## src/rtl/calc1_port_engine.sv

```systemverilog
// calc1_port_engine: device end of the calc1 port; two-phase request, one-cycle response.
// Latency: response registered at edge E(1+EXEC_CYCLES) after the command edge E0, valid one cycle.
// Backpressure: none; busy is high while not IDLE and commands seen then are dropped and counted.
// Ports:
//   c_clk, reset          clock, async active-high reset
//   req_cmd_in/_data_in   command + op1, then op2 on the following cycle (bit 31 / bit 3 = LSB)
//   out_resp/out_data     0 none, 1 success, 2 error; data nonzero only on success
//   busy, drop_count      engine occupied; saturating count of ignored commands
module calc1_port_engine #(
  parameter int unsigned EXEC_CYCLES = 1
) (
  input  logic        c_clk,
  input  logic        reset,
  input  logic [0:3]  req_cmd_in,
  input  logic [0:31] req_data_in,
  output logic [0:1]  out_resp,
  output logic [0:31] out_data,
  output logic        busy,
  output logic [0:7]  drop_count
);

  typedef enum logic [1:0] {
    IDLE = 2'd0,
    OP2  = 2'd1,
    EXEC = 2'd2
  } state_t;

  localparam logic [1:0] RESP_OK  = 2'd1;
  localparam logic [1:0] RESP_ERR = 2'd2;

  state_t      state, state_nxt;
  logic [3:0]  cmd_q;
  logic [31:0] op1_q;
  logic [31:0] op2_q;
  logic [3:0]  cnt_q;
  logic [32:0] sum;
  logic [1:0]  res_resp;
  logic [31:0] res_data;
  logic        cmd_seen;

  assign cmd_seen = (req_cmd_in != 4'd0);
  assign busy     = (state != IDLE);

  always_ff @(posedge c_clk or posedge reset) begin
    if (reset) begin
      state <= IDLE;
    end else begin
      state <= state_nxt;
    end
  end

  always_comb begin
    state_nxt = state;
    case (state)
      IDLE:    if (cmd_seen) state_nxt = OP2;
      OP2:     state_nxt = EXEC;
      EXEC:    if (cnt_q == 4'd1) state_nxt = IDLE;
      default: state_nxt = IDLE;
    endcase
  end

  // Result is formed from the latched operands; it is only sampled on the
  // final EXEC edge. Internal operands are stored LSB-at-0, so op2_q[4:0]
  // holds bits [27:31] of the bus.
  assign sum = {1'b0, op1_q} + {1'b0, op2_q};

  always_comb begin
    res_resp = RESP_ERR;
    res_data = 32'd0;
    case (cmd_q)
      4'd1: begin
        if (!sum[32]) begin
          res_resp = RESP_OK;
          res_data = sum[31:0];
        end
      end
      4'd2: begin
        if (op2_q <= op1_q) begin
          res_resp = RESP_OK;
          res_data = op1_q - op2_q;
        end
      end
      4'd5: begin
        res_resp = RESP_OK;
        res_data = op1_q << op2_q[4:0];
      end
      4'd6: begin
        res_resp = RESP_OK;
        res_data = op1_q >> op2_q[4:0];
      end
      default: begin
        res_resp = RESP_ERR;
        res_data = 32'd0;
      end
    endcase
  end

  always_ff @(posedge c_clk or posedge reset) begin
    if (reset) begin
      cmd_q      <= 4'd0;
      op1_q      <= 32'd0;
      op2_q      <= 32'd0;
      cnt_q      <= 4'd0;
      out_resp   <= 2'd0;
      out_data   <= 32'd0;
      drop_count <= 8'd0;
    end else begin
      // Response is a single-cycle pulse: cleared unless written this edge.
      out_resp <= 2'd0;
      out_data <= 32'd0;
      case (state)
        IDLE: begin
          if (cmd_seen) begin
            cmd_q <= req_cmd_in;
            op1_q <= req_data_in;
          end
        end
        OP2: begin
          op2_q <= req_data_in;
          cnt_q <= 4'(EXEC_CYCLES);
        end
        EXEC: begin
          cnt_q <= cnt_q - 4'd1;
          if (cnt_q == 4'd1) begin
            out_resp <= res_resp;
            out_data <= res_data;
          end
        end
        default: cnt_q <= 4'd0;
      endcase
      // Any command while occupied (including the OP2 cycle) is discarded.
      if (busy && cmd_seen && (drop_count != 8'hFF)) begin
        drop_count <= drop_count + 8'd1;
      end
    end
  end

endmodule

```

## config.mk

```make
export PLATFORM = sky130hd
export DESIGN_NAME = calc1_port_engine
export DESIGN_NICKNAME = d
export VERILOG_FILES = /design/src/rtl/calc1_port_engine.sv
export SDC_FILE = /design/constraint.sdc
export NUM_CORES = 1
export LEC_CHECK = 0
export CORE_MARGIN = 2
export CORE_UTILIZATION = 40
export CTS_CLUSTER_DIAMETER = 30
export DETAILED_ROUTE_END_ITERATION = 16
export PLACE_DENSITY = 0.54
export SLEW_MARGIN = 20
export SYNTH_ARGS = -nofsm -noshare
export SYNTH_HDL_FRONTEND = slang
export SYNTH_SLANG_ARGS = --single-unit
```

## constraint.sdc

```tcl
create_clock -name c_clk -period 5.9 [get_ports c_clk]
set_clock_uncertainty 0.1 [all_clocks]
set_input_delay 1.77 -clock c_clk [delete_from_list [all_inputs] [get_ports c_clk]]
set_output_delay 1.77 -clock c_clk [all_outputs]
set_load 0.05 [all_outputs]
```

# Word level (Yosys, flattened, before mapping)
# Cells that the tools add are included.
# Widths: inputs -> output; s select.
word_totals:
  ff_bits: 116
  inputBits: 38
  wordCells: 47
op_classes:
  n_mux: 14
  n_shift: 2
  order_cmp: 1
  eq_ne: 10
  n_reduce_logical: 8
  addsub: 4
op_table:
  columns: ["operator", "n"]
  rows:
  - ["$mux 32", 4]
  - ["$pmux 32 s4", 1]
  - ["$add 32x32->33", 1]
  - ["$le 32x32->1", 1]
  - ["$shl 32x5->32", 1]
  - ["$shr 32x5->32", 1]
  - ["$sub 32x32->32", 1]
  - ["$mux 2", 6]
  - ["$pmux 2 s3", 2]
  - ["$pmux 4 s3", 1]
  - ["$add 8x1->8 const B", 1]
  - ["$eq 4x1->1 const B", 2]
  - ["$eq 4x3->1 const B", 2]
  - ["$ne 8x8->1 const B", 1]
  - ["$eq 4x2->1 const B", 1]
  - ["$ne 2x2->1 const B", 2]
  - ["$reduce_and 2->1", 2]
  - ["$reduce_bool 4->1", 1]
  - ["$sub 4x1->4 const B", 1]
  - ["$eq 2x1->1 const B", 1]
  - ["$eq 2x2->1 const B", 1]
  - ["$logic_and 1x1->1", 2]
  - ["$logic_not 2->1", 1]
  - ["$reduce_bool 2->1", 1]
  - ["$reduce_or 2->1", 1]

# Depth between registers and ports, before layout
# Gate-level depths: netlist (run 1).
logic_depth:
  ltp_word: 5
  mapped_depth: 19
  ltp_nobuf: 13

# Worst setup path after synthesis (run 1)
# Ideal clock, no wire load.
synth_path:
  kind: "flip-flop to flip-flop"
  startpoint: "reg op2_q[3]"
  endpoint: "reg out_data[16] in the netlist's numbering"
  period_less_slack_ns: 3.887
  required_time_ns: 5.668
  stages_incl_launch_ff: 17
  path_slack_ns: 2.013
  arrival_ns: 3.655
  cell_sequence: "dfrtp_1 clkbuf_1 inv_1 clkbuf_1 buf_1 buf_1 ha_1 buf_2 o21a_1 o31a_1 o21ai_2 nand2_1 a311oi_1 a21oi_2 a221o_1 a211oi_1 nor2_1"
synth_via:
  elab_chain_cells: 5
  word_cells_on_any_way: 10
  cone_classes: "add/sub (2); order compare (1); shift (2); mux (5)"
synth_rtl:
  columns: ["element", "line_no", "text"]
  rows:
  - ["start: declaration", "34", "logic [31:0] op2_q;"]
  - ["start signal: assignment", "119", "op2_q <= req_data_in;"]
  - ["$sub 32x32->32, or another cell as far along", "80", "res_data = op1_q - op2_q;"]
  - ["$mux 32 (on tied branches)", "78, 72", null]
  - ["$pmux 32 s4 (*)", "70", "case (cmd_q)"]
  - ["$mux 32 (*)", "124", "if (cnt_q == 4'd1) begin"]
  - ["$mux 32 (*)", "111", "case (state)"]
  - ["end signal: assignment", "126", "out_data <= res_data;"]
  - ["end: declaration", "17", "output logic [0:31] out_data,"]
# Mark *: on every way between the ends. The rest lies on a longest branch, timed or not.
# A chain may end at the register's enable or synchronous reset.

# Worst setup path in the final report (run 1)
layout_path:
  startpoint: "reg op2_q[0]"
  endpoint: "reg out_data[26] in the netlist's numbering"
# Same word-level chain as after synthesis.

==> metrics, run 1 <==
RD Place Congestion between 0.9 and 1; Post-route DRC 0; Post-Synth Simple-Gate Area 0.176; slew margin rel. 0.300; DRT Pass-1 Iters 6; sequential fraction of the synthesis area 0.253; CP Capture Point out_data[26]; worst-case clock buffer depth 2; fmax roughly 0.22 GHz; vias after detailed routing 11,400; Crit path required time between 6000 and 7000 ps; Synth Register Bits roughly 120; Cells after Synth about 1,400; H-tree levels 4; commonest non-fill, non-tap cell in the layout nor2_1; Chip Height between 150 and 200 µm; dpl hpwl 31.3 mm; Initial Util 0.409; port bufs 80; gr usage total 0.277; io pins 81; clock tree from TritonCTS built; # clock sinks about 120; setup bufs post-CTS 0; Synth Area in Adders 0.0810; ANT nets after route 0; largest net degree at the start of global routing 91; clock buffer count from CTS 17; fin crit period around 4500 ps; vias in the first global route ~11,000; Hold WC Path Type register to register; Placeable Area 0.0280 mm²; Final nets roughly 1,600; Worst setup startpoint op2_q[0]; Worst R2R End out_data[26]; root buf cell clkbuf_16; post-detailed-routing wire length approximately 42 mm; Area Overhead vs Synth 14.0%; xor and xnor fraction of the mapped netlist area 0.0268; Max-Cap Viols 0; WL/cell between 20 and 25 µm; DIE AREA 0.0300 mm²; endpoints failing setup 0; # hold bufs at CTS 0; main combinational cell family by area after synthesis compound AO/OA/AOI/OAI gates; antenna cells 0; setup slack, reg-to-reg about 1400 ps; global-route wire length before repair around 65 mm; worst-margin pin slew just over 1000 ps; max-slew violation count 0; number of enable flip-flop cells after synthesis 0; initial antenna violation count 0; Compound-Gate Fraction of Synth Area 0.268; CTS resizes 0; Starting DRT DRC Count 1,221; r2r startpoint op2_q[0]; Critical Path Start Type register; RSZ-0062 raised after global routing false; die width ~170 µm; critical path peak fanout between 60 and 70; top_reg_cell synth dfrtp_1; Worst Path Arrival about 4700 ps; syn nets ~1,500; Netlist cell types roughly 80; Clock Latency Late Sink 450 ps; Mapped Area 0.0115 mm²; status completed; most frequent cells in the layout nor2_1 (173), o21ai_0 (137), nand2_1 (134); Reg clk slew, reported paths 70 ps; mux cell area share after synthesis 0.135; Worst Reg-to-Reg Cells 12; Tcrit/Tclk final 0.768; endpoint type of the worst setup path register; Synth async-reset ratio 1.00; DR vias/cell approximately 6.2; Final Hold Viols 0; Site Rows around 60; share of cells above drive strength 1 0.108; Overflow after GRT 0; Ys Warns 0; syn_area_per_cell ~8.0 µm²; CP Class register to register; Final TNS setup 0 ps
worst max-delay path: stages, from the launching register on:
cell and delay [ps]:
dfrtp_2 370, buf_4 610, ha_1 320, fa_1 240, nor2b_1 80, o31a_1 290
o21ai_2 320, nand2_1 90, a311oi_1 420, a21o_1 710, o22ai_1 190, o21ai_0 470
a31oi_1 160
worst min path at each step:
stage | start | to | slack [ps] | depth (start not counted)
final | drop_count[2] | drop_count[2] | 390 | 1
after global routing | drop_count[0] | drop_count[0] | 420 | 1
after CTS | drop_count[2] | drop_count[2] | 390 | 1
after detailed placement | drop_count[2] | drop_count[2] | 380 | 1
after global placement | drop_count[2] | drop_count[2] | 390 | 1
after floorplan | cmd_q[0] | cmd_q[0] | 380 | 1
sequential cells by signal, indices dropped and copies added, names as in the netlist:
register / flops
cmd_q: 4
cnt_q: 4
drop_count: 8
op1_q: 32
op2_q: 32
out_data: 32
out_resp: 2
state: 2
kinds of logic after synthesis:
family	Yosys count
compound gates	479
simple gates	447
buf+inv	167
mux	121
flops	116
fa+ha+maj	73
xor+xnor	35
routing by layer:
layer  routed length, µm  GRT usage  vias to the layer above
met2               18400      0.423                      490
met5                   0          0                        -
met3                3100     0.0406                       63
li1                    -          -                     5262
met4                 932     0.0809                        0
met1               19700      0.407                     5570
layout make-up:
cell class	instances	area, µm²
Multi-Input combinational cell	1155	7870
Inverter	68	258
Sequential cell	116	2910
Tap cell	378	473
Fill cell	2866	15000
Clock buffer	18	429
Clock inverter	13	160
Timing Repair Buffer	99	956
metrics by stage:
stage	instance area, µm²	setup slack [ps]	utilization	instances	hold WS, ps
after global placement	12500	1580	0.445	1816	391
after CTS	13100	1530	0.466	1847	393
after global routing	13100	1240	0.466	1847	422
after floorplan	11500	958	-	1438	380
after detailed placement	12500	1470	0.445	1816	380
final	13100	1370	0.466	1847	390
cells in the mapped netlist (all sizes together) (8+ instances only):
library cell  instances  area, µm²
nand2b               27        169
o31ai                11       87.6
a21oi               127        639
or2                  10       62.6
xnor2                30        263
nand2               134        503
nor4                 12       90.1
nand3                18       90.1
nor2                173        649
a31oi                17        106
nand4                11       68.8
nor2b                15       93.8
ha                   71        888
mux2i                54        541
mux4                 22        495
a22oi                11       82.6
o21ai               141        717
o22ai                26        163
o21bai               16        120
mux2                 45        507
buf                  47        239
nor3                 29        156
clkbuf               52        196
o211ai               16        125
dfrtp               116       2900
o21a                  9       67.6
a221oi                8       76.3
o2bb2ai              10       87.6
a211oi               13        103
inv                  64        240
Power of run 1 is left out: the tool's default activity adds up to more than one toggle a clock period on the data nets, which glitch-free logic cannot reach.
==> run 2: changes to the inputs <==
Clock period 5.9 ns to 4.2 ns, I/O delays scaled along.
==> metrics, run 2 (same netlist as run 1, synthesis figures left out) <==
share of cells above drive strength 1 0.137 (+0.0296); vias in the first global route 10,700 (-1.1%); dpl cell area 0.0128 mm² (+3.0%); global-route wire length before repair 64.9 mm (-0.33%); endpoint type of the worst setup path register; largest net degree at the start of global routing 117 (+29%); port bufs 80 (unchanged); Crit path required time 4410 ps (-1690 ps); critical path peak fanout 12 (-81%); slew margin rel. 0.391 (+0.0907); crit-path cells ha_1 > nand2_1 > nor3_1 > nand3_1 > o31ai_1 > nor2_1 > o21ai_0 > o21ai_0 > xnor2_1 > o221a_2 > a21oi_1; worst-margin pin slew 906 ps (-133 ps); io pins 81 (unchanged); clock tree from TritonCTS built; Placeable Area 0.0280 mm² (unchanged); Initial Util 0.409 (unchanged); Most common cell on crit path o21ai_0; Max-Cap Viols 0 (unchanged); Critical Path Start Type register; H-tree levels 4 (unchanged); Design Area, Final 0.0134 mm² (+2.8%); CP Class register to register; Hold WC Path Type register to register; worst-case clock buffer depth 2 (unchanged); Reg clk slew, reported paths 60 ps (about the same); ANT nets after route 0 (unchanged); Tcrit/Tclk final 0.916 (+0.148); Clock Latency Late Sink 450 ps (about the same); most frequent cells in the layout nor2_1 (173), o21ai_0 (137), nand2_1 (134); commonest non-fill, non-tap cell in the layout nor2_1; DRT Pass-1 Iters 5 (-1); die width 173 µm (unchanged); # hold bufs at CTS 0 (unchanged); Area Overhead vs Synth 17.2%; Site Rows 61 (unchanged); CP delay by family, top compound AO/OA/AOI/OAI gates; DR vias/cell 6.04 (-2.0%); fin crit period 3850 ps (-682 ps); initial antenna violation count 1 (+1); Overflow after GRT 0 (unchanged); Final Hold Viols 0 (unchanged); endpoints failing setup 0 (unchanged); placed cells 1,863 (+2.6%); vias after detailed routing 11,400 (+0.56%); Worst path max stage delay 610 ps (-100 ps); Post-route DRC 0 (unchanged); RD Place Congestion 0.935 (-2.3%); top flop regs op1_q: 32 flops, op2_q: 32 flops, out_data: 32 flops; Final nets 1,615 (+3.0%); dpl hpwl 31.9 mm (+1.9%); DIE AREA 0.0300 mm² (unchanged); root buf cell clkbuf_16; WL/cell 22.2 µm (-2.9%); RSZ-0062 raised after global routing false; post-detailed-routing wire length 42.0 mm (-0.37%); Cell Count, Final, Fillers Out 1,896 (+2.7%); Place WS 271 ps (-1200 ps); final worst slack 351 ps (-1020 ps); Buf/Inv on CP 0 (-1); Chip Height 173 µm (unchanged); clock buffer count from CTS 17 (unchanged); max-slew violation count 0 (unchanged); fmax 0.260 GHz (+18%); Starting DRT DRC Count 1,362 (+12%); Worst Path Arrival 4060 ps (-670 ps); CP max-delay cell ha_1; # clock sinks 116 (unchanged); status completed; gr usage total 0.279 (+0.00182); Final TNS setup 0 ps (unchanged)
run 2: final timing paths:
path                            slack (ps)     startpoint             to  cells past startpoint
worst max register to register         350      op1_q[20]    out_data[6]                     11
worst min-delay path                   390  drop_count[0]  drop_count[0]                      1
worst min register to register         390  drop_count[0]  drop_count[0]                      1
worst max-delay path                   350      op1_q[20]    out_data[6]                     11
max in group asynchronous             2160          reset       op2_q[1]                      3
min in group asynchronous             1210          reset      op1_q[25]                      3
run 2: layout make-up:
type | instances | area, µm²
Fill cell | 2808 | 14600
Multi-Input combinational cell | 1155 | 7890
Sequential cell | 116 | 2910
Timing Repair Buffer | 146 | 1330
Tap cell | 378 | 473
Clock buffer | 17 | 425
Inverter | 68 | 259
Clock inverter | 15 | 135
Antenna cell | 1 | 2.50
run 2: per-layer routing:
metal  part of all wire  global-route usage
met3              0.072              0.0561
met1               0.47               0.411
met4              0.027              0.0964
met5                  0                   0
met2               0.43               0.404
run 2: worst reg2reg max path, stage by stage (launching register included):
cell and delay, ps:
dfrtp_1 570, ha_1 610, nand2_1 260, nor3_1 350, nand3_1 120, o31ai_1 530
nor2_1 190, o21ai_0 180, o21ai_0 130, xnor2_1 330, o221a_2 270, a21oi_1 80
run 2: per-stage QoR:
stage                     hold slack (ps)   util
after global routing                  425  0.479
after CTS                             392  0.479
final                                 394  0.479
after detailed placement              380  0.459
after floorplan                       380      -
after global placement                380  0.459
run 2: repair_timing:
item                                    4_1_cts  5_1_grt
endpoints found under the setup margin        0        2
resized for setup                             0        2
setup buffers                                 0        0
Power of run 2 is left out for the same reason.
